`config.mk`:
```
export PLATFORM = sky130hd
export DESIGN_NAME = updown_count_decoder
export DESIGN_NICKNAME = d
export VERILOG_FILES = /design/src/rtl/updown_count_decoder.sv
export SDC_FILE = /design/constraint.sdc
export NUM_CORES = 1
export LEC_CHECK = 0
export BUFFER_PORTS_ARGS = -buffer_cell sky130_fd_sc_hd__buf_2
export CAP_MARGIN = 20
export CORE_MARGIN = 2
export CORE_UTILIZATION = 52
export DETAILED_ROUTE_END_ITERATION = 8
export PLACE_DENSITY_LB_ADDON = 0.12
export SLEW_MARGIN = 30
export SYNTH_ARGS = -nofsm -noshare
export SYNTH_HDL_FRONTEND = slang
export SYNTH_SLANG_ARGS = --single-unit
```
`constraint.sdc`:
```
create_clock -name clk -period 2.6 [get_ports clk]
set_input_delay 0.13 -clock clk [delete_from_list [all_inputs] [get_ports clk]]
set_output_delay 0.13 -clock clk [all_outputs]
set_load 0.03 [all_outputs]
```
`src/rtl/updown_count_decoder.sv`:
```
// Monitor for an up/down counter: recovers direction from the sampled count bus and
// flags wraps, reversals, stalls and illegal steps, with a saturating error tally.
module updown_count_decoder #(
    parameter int WIDTH       = 8,
    parameter int STALL_LIMIT = 4
) (
    input  logic             clk,
    input  logic             rst,
    input  logic [WIDTH-1:0] count,
    output logic             dir,
    output logic             locked,
    output logic             wrap,
    output logic             dir_change,
    output logic             stall,
    output logic             step_err,
    output logic [7:0]       err_cnt
);

    typedef enum logic [1:0] {
        S_INIT = 2'd0,
        S_ACQ  = 2'd1,
        S_LOCK = 2'd2
    } state_e;

    localparam logic [WIDTH-1:0] ALL_ONES  = '1;
    localparam logic [WIDTH-1:0] ALL_ZERO  = '0;
    localparam logic [WIDTH-1:0] ONE       = {{(WIDTH-1){1'b0}}, 1'b1};
    localparam logic [7:0]       STALL_TOP = 8'(STALL_LIMIT - 1);

    state_e           state_q, state_d;
    logic [WIDTH-1:0] prev_q, prev_d;
    logic             dir_q, dir_d;
    logic             locked_q, locked_d;
    logic             wrap_q, wrap_d;
    logic             dir_change_q, dir_change_d;
    logic             stall_q, stall_d;
    logic             step_err_q, step_err_d;
    logic [7:0]       err_cnt_q, err_cnt_d;
    logic [7:0]       stall_cnt_q, stall_cnt_d;

    logic [WIDTH-1:0] delta;
    logic             step_up, step_dn, step_zero, step_match;

    // Modular difference classifies the step; wrap cases fall out naturally as +/-1.
    always_comb begin
        delta      = count - prev_q;
        step_up    = (delta == ONE);
        step_dn    = (delta == ALL_ONES);
        step_zero  = (delta == ALL_ZERO);
        step_match = (step_up && !dir_q) || (step_dn && dir_q);
    end

    always_comb begin
        state_d      = state_q;
        prev_d       = count;
        dir_d        = dir_q;
        wrap_d       = 1'b0;
        dir_change_d = 1'b0;
        stall_d      = 1'b0;
        step_err_d   = 1'b0;
        stall_cnt_d  = stall_cnt_q;
        err_cnt_d    = err_cnt_q;

        case (state_q)
            S_INIT: begin
                state_d     = S_ACQ;
                stall_cnt_d = '0;
            end
            S_ACQ: begin
                stall_cnt_d = '0;
                if (step_up) begin
                    dir_d   = 1'b0;
                    state_d = S_LOCK;
                end else if (step_dn) begin
                    dir_d   = 1'b1;
                    state_d = S_LOCK;
                end else if (!step_zero) begin
                    step_err_d = 1'b1;
                end
            end
            S_LOCK: begin
                if (step_up || step_dn) begin
                    stall_cnt_d = '0;
                    if (step_match) begin
                        wrap_d = step_up ? (prev_q == ALL_ONES) : (prev_q == ALL_ZERO);
                    end else begin
                        dir_d        = ~dir_q;
                        dir_change_d = 1'b1;
                    end
                end else if (step_zero) begin
                    if (stall_cnt_q == STALL_TOP) begin
                        stall_d     = 1'b1;
                        stall_cnt_d = '0;
                        state_d     = S_ACQ;
                    end else begin
                        stall_cnt_d = stall_cnt_q + 8'd1;
                    end
                end else begin
                    step_err_d  = 1'b1;
                    stall_cnt_d = '0;
                    state_d     = S_ACQ;
                end
            end
            default: begin
                state_d     = S_INIT;
                stall_cnt_d = '0;
            end
        endcase

        if (step_err_d && (err_cnt_q != 8'hFF))
            err_cnt_d = err_cnt_q + 8'd1;

        locked_d = (state_d == S_LOCK);
    end

    always_ff @(posedge clk or negedge rst) begin
        if (!rst) begin
            state_q      <= S_INIT;
            prev_q       <= '0;
            dir_q        <= 1'b0;
            locked_q     <= 1'b0;
            wrap_q       <= 1'b0;
            dir_change_q <= 1'b0;
            stall_q      <= 1'b0;
            step_err_q   <= 1'b0;
            err_cnt_q    <= '0;
            stall_cnt_q  <= '0;
        end else begin
            state_q      <= state_d;
            prev_q       <= prev_d;
            dir_q        <= dir_d;
            locked_q     <= locked_d;
            wrap_q       <= wrap_d;
            dir_change_q <= dir_change_d;
            stall_q      <= stall_d;
            step_err_q   <= step_err_d;
            err_cnt_q    <= err_cnt_d;
            stall_cnt_q  <= stall_cnt_d;
        end
    end

    assign dir        = dir_q;
    assign locked     = locked_q;
    assign wrap       = wrap_q;
    assign dir_change = dir_change_q;
    assign stall      = stall_q;
    assign step_err   = step_err_q;
    assign err_cnt    = err_cnt_q;

endmodule

```
# Yosys cells after proc, flatten, opt, wreduce, memory -nomap -nowiden
# Cells that the tools add are included.
[totals]
ff_bits = 32
[op_classes]
bitwise_logic = 1
muxes = 31
n_eq_ne = 11
reduce_logical = 11
add_sub_neg = 3
[op_table]
columns = ["operator", "count"]
rows = [
  ["2-to-1 mux 8 bit", 4],
  ["2-to-1 mux 1 bit", 19],
  ["adder 8 x 1 -> 8 bit, second input constant", 2],
  ["== test 8 bit, second input constant", 2],
  ["zero test 8 bit", 2],
  ["2-to-1 mux 2 bit", 5],
  ["== test 8 x 1 -> 1 bit, second input constant", 1],
  ["== test 8 x 2 -> 1 bit, second input constant", 1],
  ["!= test 8 bit, second input constant", 1],
  ["subtractor 8 bit", 1],
  ["one-hot mux 2 bit (3 select lines)", 1],
  ["== test 2 bit, second input constant", 2],
  ["!= test 2 bit, second input constant", 2],
  ["one-hot mux 1 bit (2 select lines)", 2],
  ["AND reduction 4 bit", 1],
  ["logical AND 1 bit", 3],
  ["!= test 3 bit, second input constant", 1],
  ["== test 2 x 1 -> 1 bit, second input constant", 1],
  ["zero test 2 bit", 1],
  ["logical OR 1 bit", 2],
  ["nonzero test 2 bit", 1],
  ["zero test 1 bit", 1],
  ["inverter 1 bit", 1],
]

# Depth between registers and ports, before layout
# Gate-level depths: netlist (run 1).
[depth]
ltp_word = 7
ltp_mapped = 13
ltp_nobuf = 12

# Worst setup path before layout (run 1)
# Ideal clock, no wire load.
[synth_timing]
path_type = "reg-to-reg"
startpoint = "reg prev_q[0]"
endpoint = "reg err_cnt_q[1] (netlist: err_cnt[1])"
path_buffers = 1
setup_slack_ps = -58
arrival_ps = 2533
period_less_slack_ps = 2658
stages_incl_launch_ff = 13
path_cell_list = "dfrtp_1 ha_1 inv_1 fa_1 nand3_1 and2_1 xnor2_1 nand3_1 or4b_1 buf_2 o2111ai_2 nor2_1 mux2_2"
[synth_via]
elab_chain_cells = 7
[synth_lines]
columns = ["element", "line_no", "source"]
rows = [
  ["start, declared", "31", "logic [WIDTH-1:0] prev_q, prev_d;"],
  ["start signal, assigned", "130", "prev_q <= prev_d;"],
  ["subtractor 8 bit *", "46", "delta = count - prev_q;"],
  ["zero test 8 bit", "49", "step_zero = (delta == ALL_ZERO);"],
  ["2-to-1 mux 1 bit", "77, 90", ""],
  ["2-to-1 mux 1 bit", "74", "end else if (step_dn) begin"],
  ["2-to-1 mux 1 bit", "71", "if (step_up) begin"],
  ["one-hot mux 1 bit (2 select lines) *", "64", "case (state_q)"],
  ["logical AND 1 bit *", "110", "if (step_err_d && (err_cnt_q != 8'hFF))"],
  ["end signal, assigned", "137", "err_cnt_q <= err_cnt_d;"],
  ["end, declared", "38", "logic [7:0] err_cnt_q, err_cnt_d;"],
]
# Mark *: on every way between the ends. The rest lies on a longest branch, timed or not.
# A chain may end at the register's enable or synchronous reset.

# Worst setup path in the final report (run 1)
[layout_timing]
startpoint = "reg prev_q[0]"
endpoint = "reg locked_q (netlist: locked)"
[layout_via]
elab_chain_cells = 6
[layout_lines]
columns = ["element", "line_no", "source"]
rows = [
  ["subtractor 8 bit *", "46", ""],
  ["== test 8 bit, or another cell as far along", "48", "step_dn = (delta == ALL_ONES);"],
  ["2-to-1 mux 2 bit, or another cell as far along", "74", ""],
  ["2-to-1 mux 2 bit (on tied branches)", "71, 82", ""],
  ["one-hot mux 2 bit (3 select lines) *", "64", ""],
  ["named net state_d[1]", "30", "state_e state_q, state_d;"],
  ["== test 2 bit *", "113", "locked_d = (state_d == S_LOCK);"],
  ["named net locked_d", "33", "logic locked_q, locked_d;"],
  ["end signal, assigned", "132", "locked_q <= locked_d;"],
  ["end, declared", "33", ""],
]
# The timed path passes the listed nets; every way through them passes the cells marked *.

==> results of run 1 <==
[state kept, by name (all words and copies together) (netlist names)]
name,flops
locked,1
dir,1
state_q,2
prev_q,8
stall_cnt_q,8
stall,1
wrap,1
err_cnt,8
dir_change,1
step_err,1
[cells by family after synthesis]
| family | count (synthesis) | share of synthesized area [%] |
|---|---|---|
| AOI/OAI and AO/OA | 28 | 11.89 |
| buffers and inverters | 19 | 4.075 |
| DFF | 32 | 42.75 |
| adders and majority gates | 15 | 10.42 |
| and+or+nand+nor | 72 | 20.64 |
| muxes | 4 | 2.271 |
| xor gates and xnor gates | 17 | 7.949 |
[per-layer routing]
metal	track usage [%]	up-vias	wire, um
met5	0	-	0
met4	8.967	0	70
met3	5.810	8	183
met2	40.36	32	2210
met1	28.60	798	1924
li1	-	780	-
[cells in the final DEF, fill, tap and decap left out, types with 2 or more instances in the layout]
cell type      instances
a211oi_2               2
a21oi_2                4
and2_1                 2
buf_2                 23
buf_4                 29
clkbuf_4               5
dfrtp_1               32
dlygate4sd3_1          9
ha_1                  11
ha_4                   3
inv_1                 13
mux2_2                 2
mux2i_1                2
nand2_1               11
nand2b_1               3
nand2b_4               2
nand3_1                9
nand4_1                3
nor2_1                14
nor2_2                 6
nor3_1                 3
nor3_2                 2
nor4_1                 3
o211ai_1               2
o21a_1                 5
o21ai_0                2
or3_4                  2
or3b_4                 2
xnor2_1                7
xor2_1                10
[worst max-delay path by stage]
stage                  endpoint  cells past startpoint
2_1_floorplan    wrap$_DFF_PN0_                     11
3_3_place_gp   locked$_DFF_PN0_                     10
3_5_place_dp   locked$_DFF_PN0_                     10
4_1_cts          wrap$_DFF_PN0_                     10
5_1_grt          wrap$_DFF_PN0_                     10
6_report       locked$_DFF_PN0_                     11
[final cells by class]
type	count	area, um^2	area share (%)
clock buffer	6	41.29	1.618
clock inverter	2	35.03	1.373
inverter	14	52.55	2.060
multi-input combinational	136	1141	44.73
sequential	32	800.8	31.39
tap	46	57.56	2.256
timing repair buffer	61	422.9	16.58
[power by group through the flow]
stage | clock network, mW | registers, mW | logic, mW
finish | 0.380 | 0.665 | 0.707
global route | 0.412 | 0.681 | 0.767
CTS | 0.393 | 0.663 | 0.689
detailed placement | 0 | 0.672 | 0.622
global placement | 0 | 0.665 | 0.601
floorplan | 0 | 0.783 | 0.315
[timing repair]
| action | in CTS | in global routing |
|---|---|---|
| pin swaps | 11 | 2 |
| endpoints found under the hold margin | 40 | 1 |
| endpoints found under the setup margin | 23 | 23 |
| gates cloned | 0 | 0 |
| hold buffers | 8 | 1 |
| buffers inserted | 5 | 0 |
| gates resized for setup | 20 | 8 |
==> results.rst, run 1 <==
.. list-table::
   :header-rows: 1

   * - Metric
     - Value
   * - Status
     - finished with violations
   * - Failing checks
     - DRC, setup timing
   * - RSZ-0062 raised after global routing
     - true
   * - Clk sinks
     - 32
   * - Fin nets
     - 275
   * - Worst R2R End
     - locked$_DFF_PN0_
   * - Internal cell power
     - 1.081 mW
   * - Standard-cell rows
     - 21
   * - Synth cell count leaders
     - dfrtp_1 (32), nor2_1 (21), ha_1 (14), inv_1 (14), nand2_1 (11)
   * - Final setup fails
     - 19
   * - Die extent in x
     - 64.02 um
   * - Detailed-route vias per instance
     - 5.448
   * - Portion of total power attributed to combinational logic
     - 40.3%
   * - Routed WL
     - 4.388 mm
   * - Max-slew headroom
     - 52.71%
   * - Number of enable-type register cells in the synthesized netlist
     - 0
   * - Post-Route Hold Slack
     - 358.1 ps
   * - Reg2reg setup slack
     - -150 ps
   * - Total GRT Usage
     - 23.62%
   * - Post-Layout Cell Count
     - 297
   * - Net count after synthesis
     - 212
   * - Critical path start-end classification
     - flop to flop
   * - Critical path cell sequence
     - ha_1 > inv_1 > fa_2 > xor2_1 > and4_1 > nand3_1 > or4b_4 > buf_4 > o211a_1 > o32ai_2 > o21a_1
   * - Initial antenna violation count
     - 0
   * - Final worst-path cycle share
     - 105.7%
   * - Vertical die dimension
     - 64.02 um
   * - Starting Density
     - 55.26%
   * - Avg Cell Area, Syn
     - 10.02 um^2
   * - Post-placement cell area
     - 2231 um^2
   * - Iteration-0 DRC Markers
     - 128
   * - Clock tree from TritonCTS
     - done
   * - Routed wirelength normalized by instance count
     - 14.77 um
   * - Endpoint type of the worst setup path
     - flop
   * - Data arrival time of the critical path
     - 3030 ps
   * - YS warnings
     - 0
   * - Switching pwr
     - 0.6721 mW
   * - Share of total power in sequential cells
     - 38.0%
   * - Clock tree skew after final layout
     - 11.06 ps
   * - Leakage power
     - 1.183 nW
   * - Gate count of the mapped netlist
     - 187
   * - Number of buffers on the longest clock path
     - 2
   * - Fraction of final layout cells sized beyond drive strength 1
     - 38.65%
   * - Synthesis-to-layout area growth
     - 36.21%
   * - Portion of the post-synthesis area used by sequential elements
     - 42.75%
   * - Fraction of registers with async set/reset
     - 100.0%
   * - Total die area
     - 4098 um^2
   * - Inserted Clock Buffers
     - 5
   * - Remaining number of nets flagged by the antenna check after routing
     - 0
   * - Worst Setup SP
     - prev_q[0]$_DFF_PN0_
   * - First-pass iteration count of the detailed router
     - 6
   * - Path category of the worst min-delay check
     - primary input to asynchronous set/reset pin
   * - Shortest period the worst path allows
     - 2747 ps
   * - Worst Tran Pin Value
     - 709.3 ps
   * - # fillers
     - 223
   * - Startpoint types
     - flop
   * - Via count
     - 1618
   * - Top post-synthesis cells by area
     - dfrtp_1 (43%), ha_1 (9.4%), xor2_1 (4.7%), nor2_1 (4.2%), xnor2_1 (3.3%)
   * - Reg-to-reg critical path startpoint
     - prev_q[0]$_DFF_PN0_
   * - Post-synth top area share
     - 42.75%
   * - Number of buffer cells added on primary ports
     - 23
   * - P per Cell Area
     - 687.0 nW/um^2
   * - Maximum level of the CTS H-tree
     - 2
   * - Most used DFF post-synth
     - dfrtp_1
   * - Worst-case vdd ir drop
     - 0.0007898 V
   * - Ports
     - 24
   * - Clock input transition at the sequential cells of the worst setup and hold paths
     - 100 ps
   * - Post-detailed-placement half-perimeter wirelength
     - 2.984 mm
   * - Overall power after layout
     - 1.753 mW
   * - Share of total power consumed by net switching
     - 38.35%
   * - Grt ovf
     - 0
   * - Number of maximum-capacitance violations
     - 0
   * - Critical path fanouts, max
     - 4
   * - Cell type contributing the most total cell area after synthesis
     - dfrtp_1
   * - Cell family contributing the most delay on the critical path
     - simple AND/OR/NAND/NOR gates
   * - Standard cell core area
     - 3390 um^2
   * - Fmax achieved
     - 0.3640 GHz
   * - Netlist area before placement
     - 1873 um^2
   * - Placed instance count
     - 275
   * - PnR worst setup slack
     - -147.4 ps
   * - Data required time at the worst endpoint
     - 2880 ps
   * - Total negative setup slack
     - -1056 ps
   * - Worst stage delay on the critical path
     - 550 ps
   * - Antenna cell count
     - 0
   * - Cell at the slowest stage of the critical path
     - or4b_4
   * - Cell with the most instances after synthesis
     - dfrtp_1
   * - Via count of the first global-routing pass
     - 1657
   * - Relative contribution of the clock network to total power
     - 21.7%
   * - Worst Reg2Reg Path Length in Cells
     - 11
   * - Global-route wire length before repair
     - 7.383 mm
   * - Layout Utilization
     - 75.27%
   * - Maximum number of pins on one net before global-route repair
     - 33
   * - Post-route cell area
     - 2551 um^2
   * - Final hold violation count
     - 0
   * - Pre-CTS worst setup slack
     - -207.4 ps
   * - Routability cong.
     - 0.8395
   * - Number of storage elements in the synthesis netlist
     - 32
   * - Source-to-sink clock delay at the later pin of the worst-skew pair
     - 350 ps
   * - Final-report max-slew violation count
     - 0
   * - DRC violations left
     - 2
   * - Distinct cell type count of the synthesized netlist
     - 47
   * - Worst Path Buf+Inv
     - 2
   * - Clk root buf
     - clkbuf_4
No activity file was read; power rests on OpenSTA's default activity.
==> run 2: changes to the inputs <==
- CORE_UTILIZATION: 52 -> 54
- CTS_BUF_LIST: default -> sky130_fd_sc_hd__clkbuf_8
- TNS_END_PERCENT: default -> 1
==> run 2 against run 1 <==
The run ends with setup timing left. Cell count down 1.7%. Combinational power barely moved. Routed wire length up 1.9%. Fmax grew 0.76%. Global-route usage is 0.13 points lower. Sequential cell count did not move. Sequential power is essentially flat. Clock skew shrank 7.1 ps. First-iteration DRC count shrank 12%. Worst setup slack improved by 21 ps. Via count is 0.68% lower. Clock power rose by 26%.
==> results.rst, run 2 (synthesis results as in run 1) <==
.. list-table::
   :header-rows: 1

   * - Metric
     - Value
   * - Critical path cell sequence
     - ha_1 > nand2b_1 > a21oi_2 > buf_4 > a41o_1 > o31ai_2 > or4b_4 > buf_4 > o211a_1 > o32ai_4 > o21a_1
   * - Synthesis-to-layout area growth
     - 35.74%
   * - Vertical die dimension
     - 62.90 um
   * - Detailed-route vias per instance
     - 5.503
   * - Shortest period the worst path allows
     - 2727 ps
   * - Final worst-path cycle share
     - 104.9%
   * - Routability cong.
     - 0.8367
   * - Fin nets
     - 270
   * - Post-route cell area
     - 2542 um^2
   * - Clk sinks
     - 32
   * - Reg2reg setup slack
     - -130 ps
   * - Worst Reg2Reg Path Length in Cells
     - 11
   * - Post-Layout Cell Count
     - 292
   * - Inserted Clock Buffers
     - 5
   * - Fraction of final layout cells sized beyond drive strength 1
     - 36.59%
   * - Clock tree skew after final layout
     - 3.998 ps
   * - Clk root buf
     - clkbuf_8
   * - Worst Min Path Start
     - count[1]
   * - Iteration-0 DRC Markers
     - 113
   * - Number of buffers on the longest clock path
     - 2
   * - RSZ-0062 raised after global routing
     - true
   * - Most frequent cells in the layout
     - dfrtp_1 (32), buf_4 (26), buf_2 (23)
   * - Cell at the slowest stage of the critical path
     - or4b_4
   * - Pre-CTS worst setup slack
     - -210.1 ps
   * - Data arrival time of the critical path
     - 2950 ps
   * - Most crowded layer after global routing
     - met2
   * - Remaining number of nets flagged by the antenna check after routing
     - 0
   * - Routed WL
     - 4.473 mm
   * - Antenna cell count
     - 0
   * - Worst Tran Pin Value
     - 711.8 ps
   * - Initial antenna violation count
     - 0
   * - Destination of the worst hold path
     - prev_q[1]$_DFF_PN0_
   * - Standard-cell rows
     - 21
   * - Worst R2R End
     - locked$_DFF_PN0_
   * - Clock tree from TritonCTS
     - done
   * - Failing checks
     - setup timing
   * - Total GRT Usage
     - 23.50%
   * - Met3 track demand over resource
     - 4.144%
   * - DRC violations left
     - 0
   * - Total die area
     - 3956 um^2
   * - Maximum number of pins on one net before global-route repair
     - 33
   * - Status
     - finished with violations
   * - Clock input transition at the sequential cells of the worst setup and hold paths
     - 70 ps
   * - Final-report max-slew violation count
     - 0
   * - Global-route met2 utilization
     - 39.89%
   * - Startpoint types
     - flop
   * - Leakage power
     - 1.174 nW
   * - Fmax achieved
     - 0.3668 GHz
   * - Die extent in x
     - 62.90 um
   * - P per Cell Area
     - 726.5 nW/um^2
   * - Maximum level of the CTS H-tree
     - 2
   * - Worst-case vdd ir drop
     - 0.0007293 V
   * - Path category of the worst min-delay check
     - primary input to flop
   * - Worst stage delay on the critical path
     - 590 ps
   * - Met1 Usage GRT
     - 30.13%
   * - Worst hold path stage count
     - 1
   * - Routed wirelength normalized by instance count
     - 15.32 um
   * - Starting Density
     - 56.13%
   * - Data required time at the worst endpoint
     - 2820 ps
   * - Post-detailed-placement half-perimeter wirelength
     - 2.946 mm
   * - PnR worst setup slack
     - -126.6 ps
   * - Final hold violation count
     - 0
   * - Placed instance count
     - 275
   * - Standard cell core area
     - 3337 um^2
   * - Post-placement cell area
     - 2231 um^2
   * - Number of maximum-capacitance violations
     - 0
   * - Reg-to-reg critical path startpoint
     - prev_q[0]$_DFF_PN0_
   * - Via count
     - 1607
   * - Grt ovf
     - 0
   * - Ports
     - 24
   * - Endpoint type of the worst setup path
     - flop
   * - Worst path most repeated cell
     - buf_4
   * - Source-to-sink clock delay at the later pin of the worst-skew pair
     - 280 ps
   * - Critical path start-end classification
     - flop to flop
   * - Via count of the first global-routing pass
     - 1641
   * - Critical path fanouts, max
     - 4
   * - Most common cell after layout, fill and taps aside
     - dfrtp_1
   * - Final setup fails
     - 18
   * - Global-route wire length before repair
     - 7.348 mm
   * - Total negative setup slack
     - -777.0 ps
   * - Number of buffer cells added on primary ports
     - 23
   * - Max-slew headroom
     - 52.54%
   * - First-pass iteration count of the detailed router
     - 4
==> run 2: critical path, delay by kind of cell (launching register included) <==
family	cells	cell delay (ps)
AO/OA/AOI/OAI	6	920
flip-flops	1	410
buffers and inverters	2	340
adder cells (fa/ha/maj)	1	220
AND/OR/NAND/NOR	2	770
==> run 2: worst max-delay path by stage <==
stage,from,endpoint,slack (ps),cells after the start
final,prev_q[0]$_DFF_PN0_,locked$_DFF_PN0_,-130,11
after CTS,prev_q[3]$_DFF_PN0_,wrap$_DFF_PN0_,-60,10
after floorplan,prev_q[4]$_DFF_PN0_,wrap$_DFF_PN0_,-5,11
after global routing,prev_q[0]$_DFF_PN0_,err_cnt[1]$_DFFE_PN0P_,-250,11
after detailed placement,prev_q[0]$_DFF_PN0_,state_q[0]$_DFF_PN0_,-210,11
after global placement,prev_q[0]$_DFF_PN0_,locked$_DFF_PN0_,-90,10
==> run 2: per-stage QoR <==
step           power (mW)  util [%]  hold WS, ps
2_1_floorplan       1.097         -       -165.6
3_3_place_gp        1.266     66.85        209.4
3_5_place_dp        1.295     66.85        222.4
4_1_cts             1.823     73.87       0.8109
5_1_grt             1.951     76.19        24.08
6_report            1.847     76.19        22.23
==> run 2: metal layers <==
| metal | routed length, um | share of wire (%) | up-vias |
|---|---|---|---|
| li1 | - | - | 764 |
| met1 | 2013 | 45 | 802 |
| met2 | 2274 | 51 | 37 |
| met3 | 134 | 3.0 | 4 |
| met4 | 51 | 1.1 | 0 |
| met5 | 0 | 0 | - |
==> run 2: layout make-up <==
type	instances	area [um^2]
Fill cell	236	794.5
Tap cell	46	57.56
Clock inverter	3	42.54
Clock buffer	5	68.82
Timing Repair Buffer	56	380.4
Inverter	14	52.55
Multi-Input combinational cell	136	1140
Sequential cell	32	800.8
==> run 2: repair_timing <==
action / CTS / global route
setup endpoints to repair: 20 / 23
setup buffers: 1 / 1
gates cloned: 0 / 0
pin swaps: 8 / 1
gates resized for setup: 10 / 12
hold endpoints to repair: 37 / 1
hold buffers: 6 / 1
==> run 2: where the power goes <==
group / switching (mW) / internal [mW] / leakage (nW)
clock: 0.193 / 0.283 / 0.0541
combinational: 0.411 / 0.293 / 0.707
sequential: 0.0897 / 0.577 / 0.413
total: 0.694 / 1.15 / 1.17
==> run 3: changes to the inputs <==
- BUFFER_PORTS_ARGS: -buffer_cell sky130_fd_sc_hd__buf_2 -> default
- CORE_UTILIZATION: 54 -> 59
- CTS_CLUSTER_DIAMETER: default -> 80
- DONT_BUFFER_PORTS: default -> 1
==> run 3 against run 2 <==
The flow still finishes with violations (setup timing). Sequential cell count unchanged. First-iteration DRC count increased by 17%. Cell count decreased by 5.5%. Fmax decreased by 0.58%. Register-to-register slack got worse by 20 ps. Non-clock buffer count decreased by 14. Worst setup slack got worse by 16 ps. Combinational power decreased by 22%. Largest power group is now sequential cells. Sequential power increased by 20%. Largest cell class unchanged.
==> results.rst, run 3 (synthesis results as in run 1) <==
.. list-table::
   :header-rows: 1

   * - Metric
     - Value
   * - Status
     - finished with violations
   * - Failing checks
     - setup timing
   * - Startpoint types
     - flop
   * - Data required time at the worst endpoint
     - 2760 ps
   * - Vertical die dimension
     - 60.35 um
   * - Final hold violation count
     - 0
   * - Post-detailed-placement half-perimeter wirelength
     - 2.891 mm
   * - Worst Setup SP
     - prev_q[1]$_DFF_PN0_
   * - Remaining number of nets flagged by the antenna check after routing
     - 0
   * - Clock tree skew after final layout
     - 3.797 ps
   * - Post-placement cell area
     - 2121 um^2
   * - Most common cell after layout, fill and taps aside
     - dfrtp_1
   * - Layout Utilization
     - 84.26%
   * - Overall power after layout
     - 1.739 mW
   * - Synthesis-to-layout area growth
     - 36.21%
   * - Clock input transition at the sequential cells of the worst setup and hold paths
     - 70 ps
   * - Clk sinks
     - 32
   * - P per Cell Area
     - 681.7 nW/um^2
   * - Detailed-route vias per instance
     - 5.594
   * - Max-slew headroom
     - 69.55%
   * - Maximum number of pins on one net before global-route repair
     - 33
   * - Switching pwr
     - 0.6724 mW
   * - Clk root buf
     - clkbuf_8
   * - Maximum level of the CTS H-tree
     - 2
   * - Number of maximum-capacitance violations
     - 0
   * - Standard cell core area
     - 3028 um^2
   * - Most frequent cells in the layout
     - dfrtp_1 (32), buf_4 (30), nor2_1 (17)
   * - Internal cell power
     - 1.067 mW
   * - Via count of the first global-routing pass
     - 1485
   * - Die extent in x
     - 60.35 um
   * - Share of total power consumed by net switching
     - 38.66%
   * - Reg-to-reg critical path startpoint
     - prev_q[1]$_DFF_PN0_
   * - Relative contribution of the clock network to total power
     - 22.3%
   * - Reg2reg setup slack
     - -140 ps
   * - Ports
     - 24
   * - Worst-case vdd ir drop
     - 0.0005917 V
   * - Critical path start-end classification
     - flop to flop
   * - Total negative setup slack
     - -929.1 ps
   * - Data arrival time of the critical path
     - 2900 ps
   * - RSZ-0062 raised after global routing
     - true
   * - Clock tree from TritonCTS
     - done
   * - Grt ovf
     - 0
   * - Total GRT Usage
     - 25.54%
   * - Fmax achieved
     - 0.3646 GHz
   * - Worst Path Buf+Inv
     - 3
   * - Post-Layout Cell Count
     - 276
   * - Path category of the worst min-delay check
     - primary input to asynchronous set/reset pin
   * - Initial antenna violation count
     - 0
   * - Final worst-path cycle share
     - 105.5%
   * - Iteration-0 DRC Markers
     - 132
   * - Source-to-sink clock delay at the later pin of the worst-skew pair
     - 280 ps
   * - Leakage power
     - 1.124 nW
   * - Share of total power in sequential cells
     - 46.2%
   * - Worst stage delay on the critical path
     - 590 ps
   * - Cell count along the critical path
     - 12
   * - Critical path fanouts, max
     - 7
   * - Number of buffer cells added on primary ports
     - 0
   * - Antenna cell count
     - 0
   * - Routed WL
     - 4.568 mm
   * - Standard-cell rows
     - 20
   * - Critical path cell sequence
     - inv_2 > ha_4 > nand2b_4 > a21oi_2 > buf_4 > buf_6 > a41o_1 > o31ai_4 > or3b_4 > o2111ai_4 > or4_4 > xnor2_2
   * - Starting Density
     - 61.86%
   * - Fraction of final layout cells sized beyond drive strength 1
     - 36.64%
   * - Portion of total power attributed to combinational logic
     - 31.5%
   * - Inserted Clock Buffers
     - 5
   * - Cell family contributing the most delay on the critical path
     - simple AND/OR/NAND/NOR gates
   * - Final-report max-slew violation count
     - 0
   * - Shortest period the worst path allows
     - 2742 ps
   * - Endpoint type of the worst setup path
     - flop
   * - DRC violations left
     - 0
   * - Final setup fails
     - 18
   * - Worst Reg2Reg Path Length in Cells
     - 12
   * - Cell at the slowest stage of the critical path
     - or4_4
   * - Timing endpoint of the critical path
     - err_cnt[5]$_DFFE_PN0P_
   * - PnR worst setup slack
     - -142.4 ps
   * - Routability cong.
     - 0.8486
   * - Placed instance count
     - 251
   * - Total die area
     - 3642 um^2
   * - Fin nets
     - 256
   * - Number of buffers on the longest clock path
     - 2
   * - Via count
     - 1544
   * - Post-route cell area
     - 2551 um^2
   * - Routed wirelength normalized by instance count
     - 16.55 um
   * - Global-route wire length before repair
     - 6.727 mm
   * - First-pass iteration count of the detailed router
     - 4
   * - Worst Tran Pin Value
     - 456.8 ps
   * - Worst R2R End
     - err_cnt[5]$_DFFE_PN0P_
## run 3: cell count changes in the layout (fill, tap and decap cells not counted), sizes merged
cell	previous run	this run
clkinv	1	2
clkbuf	5	6
dlygate4sd3	7	9
buf	49	33
clkinvlp	1	0
bufinv	1	0
## run 3: metrics by stage
| step | worst slack [ps] | hold WS (ps) |
|---|---|---|
| final | -142.4 | 289.0 |
| after global routing | -244.6 | 309.7 |
| after CTS | -93.19 | 292.7 |
| after detailed placement | -260.3 | -164.8 |
| after global placement | -160.8 | -164.9 |
| after floorplan | -5.153 | -165.6 |
## run 3: cell type report
type,count,area (um^2)
Sequential cell,32,800.8
Fill cell,168,476.7
Tap cell,44,55.05
Inverter,14,52.55
Multi-Input combinational cell,136,1192
Clock inverter,2,10.01
Timing Repair Buffer,42,357.8
Clock buffer,6,82.58
## run 3: worst min path at each step
stage                                     to  slack, ps  from
floorplan                    dir$_DFFE_PN0P_       -170   rst
global placement    stall_cnt_q[5]$_DFF_PN0_       -160   rst
detailed placement  stall_cnt_q[7]$_DFF_PN0_       -160   rst
CTS                 stall_cnt_q[6]$_DFF_PN0_        290   rst
global route        stall_cnt_q[6]$_DFF_PN0_        310   rst
finish              stall_cnt_q[6]$_DFF_PN0_        290   rst
## run 3: routing by layer
metal | global-route usage (%) | share of wire [%] | vias up | wire (um)
met1 | 31.27 | 41 | 754 | 1878
met3 | 7.036 | 5.0 | 13 | 228
met5 | 0 | 0 | - | 0
met4 | 8.254 | 2.3 | 0 | 107
met2 | 43.79 | 52 | 40 | 2354
li1 | - | - | 737 | -
## run 3: repair_timing
| item | 4_1_cts | 5_1_grt |
|---|---|---|
| setup buffers | 2 | 5 |
| gates resized for setup | 14 | 23 |
| endpoints found under the setup margin | 24 | 24 |
| hold buffers | 10 | 0 |
| endpoints found under the hold margin | 40 | 0 |
| pin swaps | 13 | 14 |
## run 3: power by group through the flow
stage	sequential [mW]	clock, mW	combinational (mW)
after floorplan	0.783	0	0.314
after detailed placement	0.807	0	0.433
after global placement	0.802	0	0.408
after CTS	0.801	0.390	0.496
after global routing	0.819	0.411	0.607
final	0.803	0.388	0.549
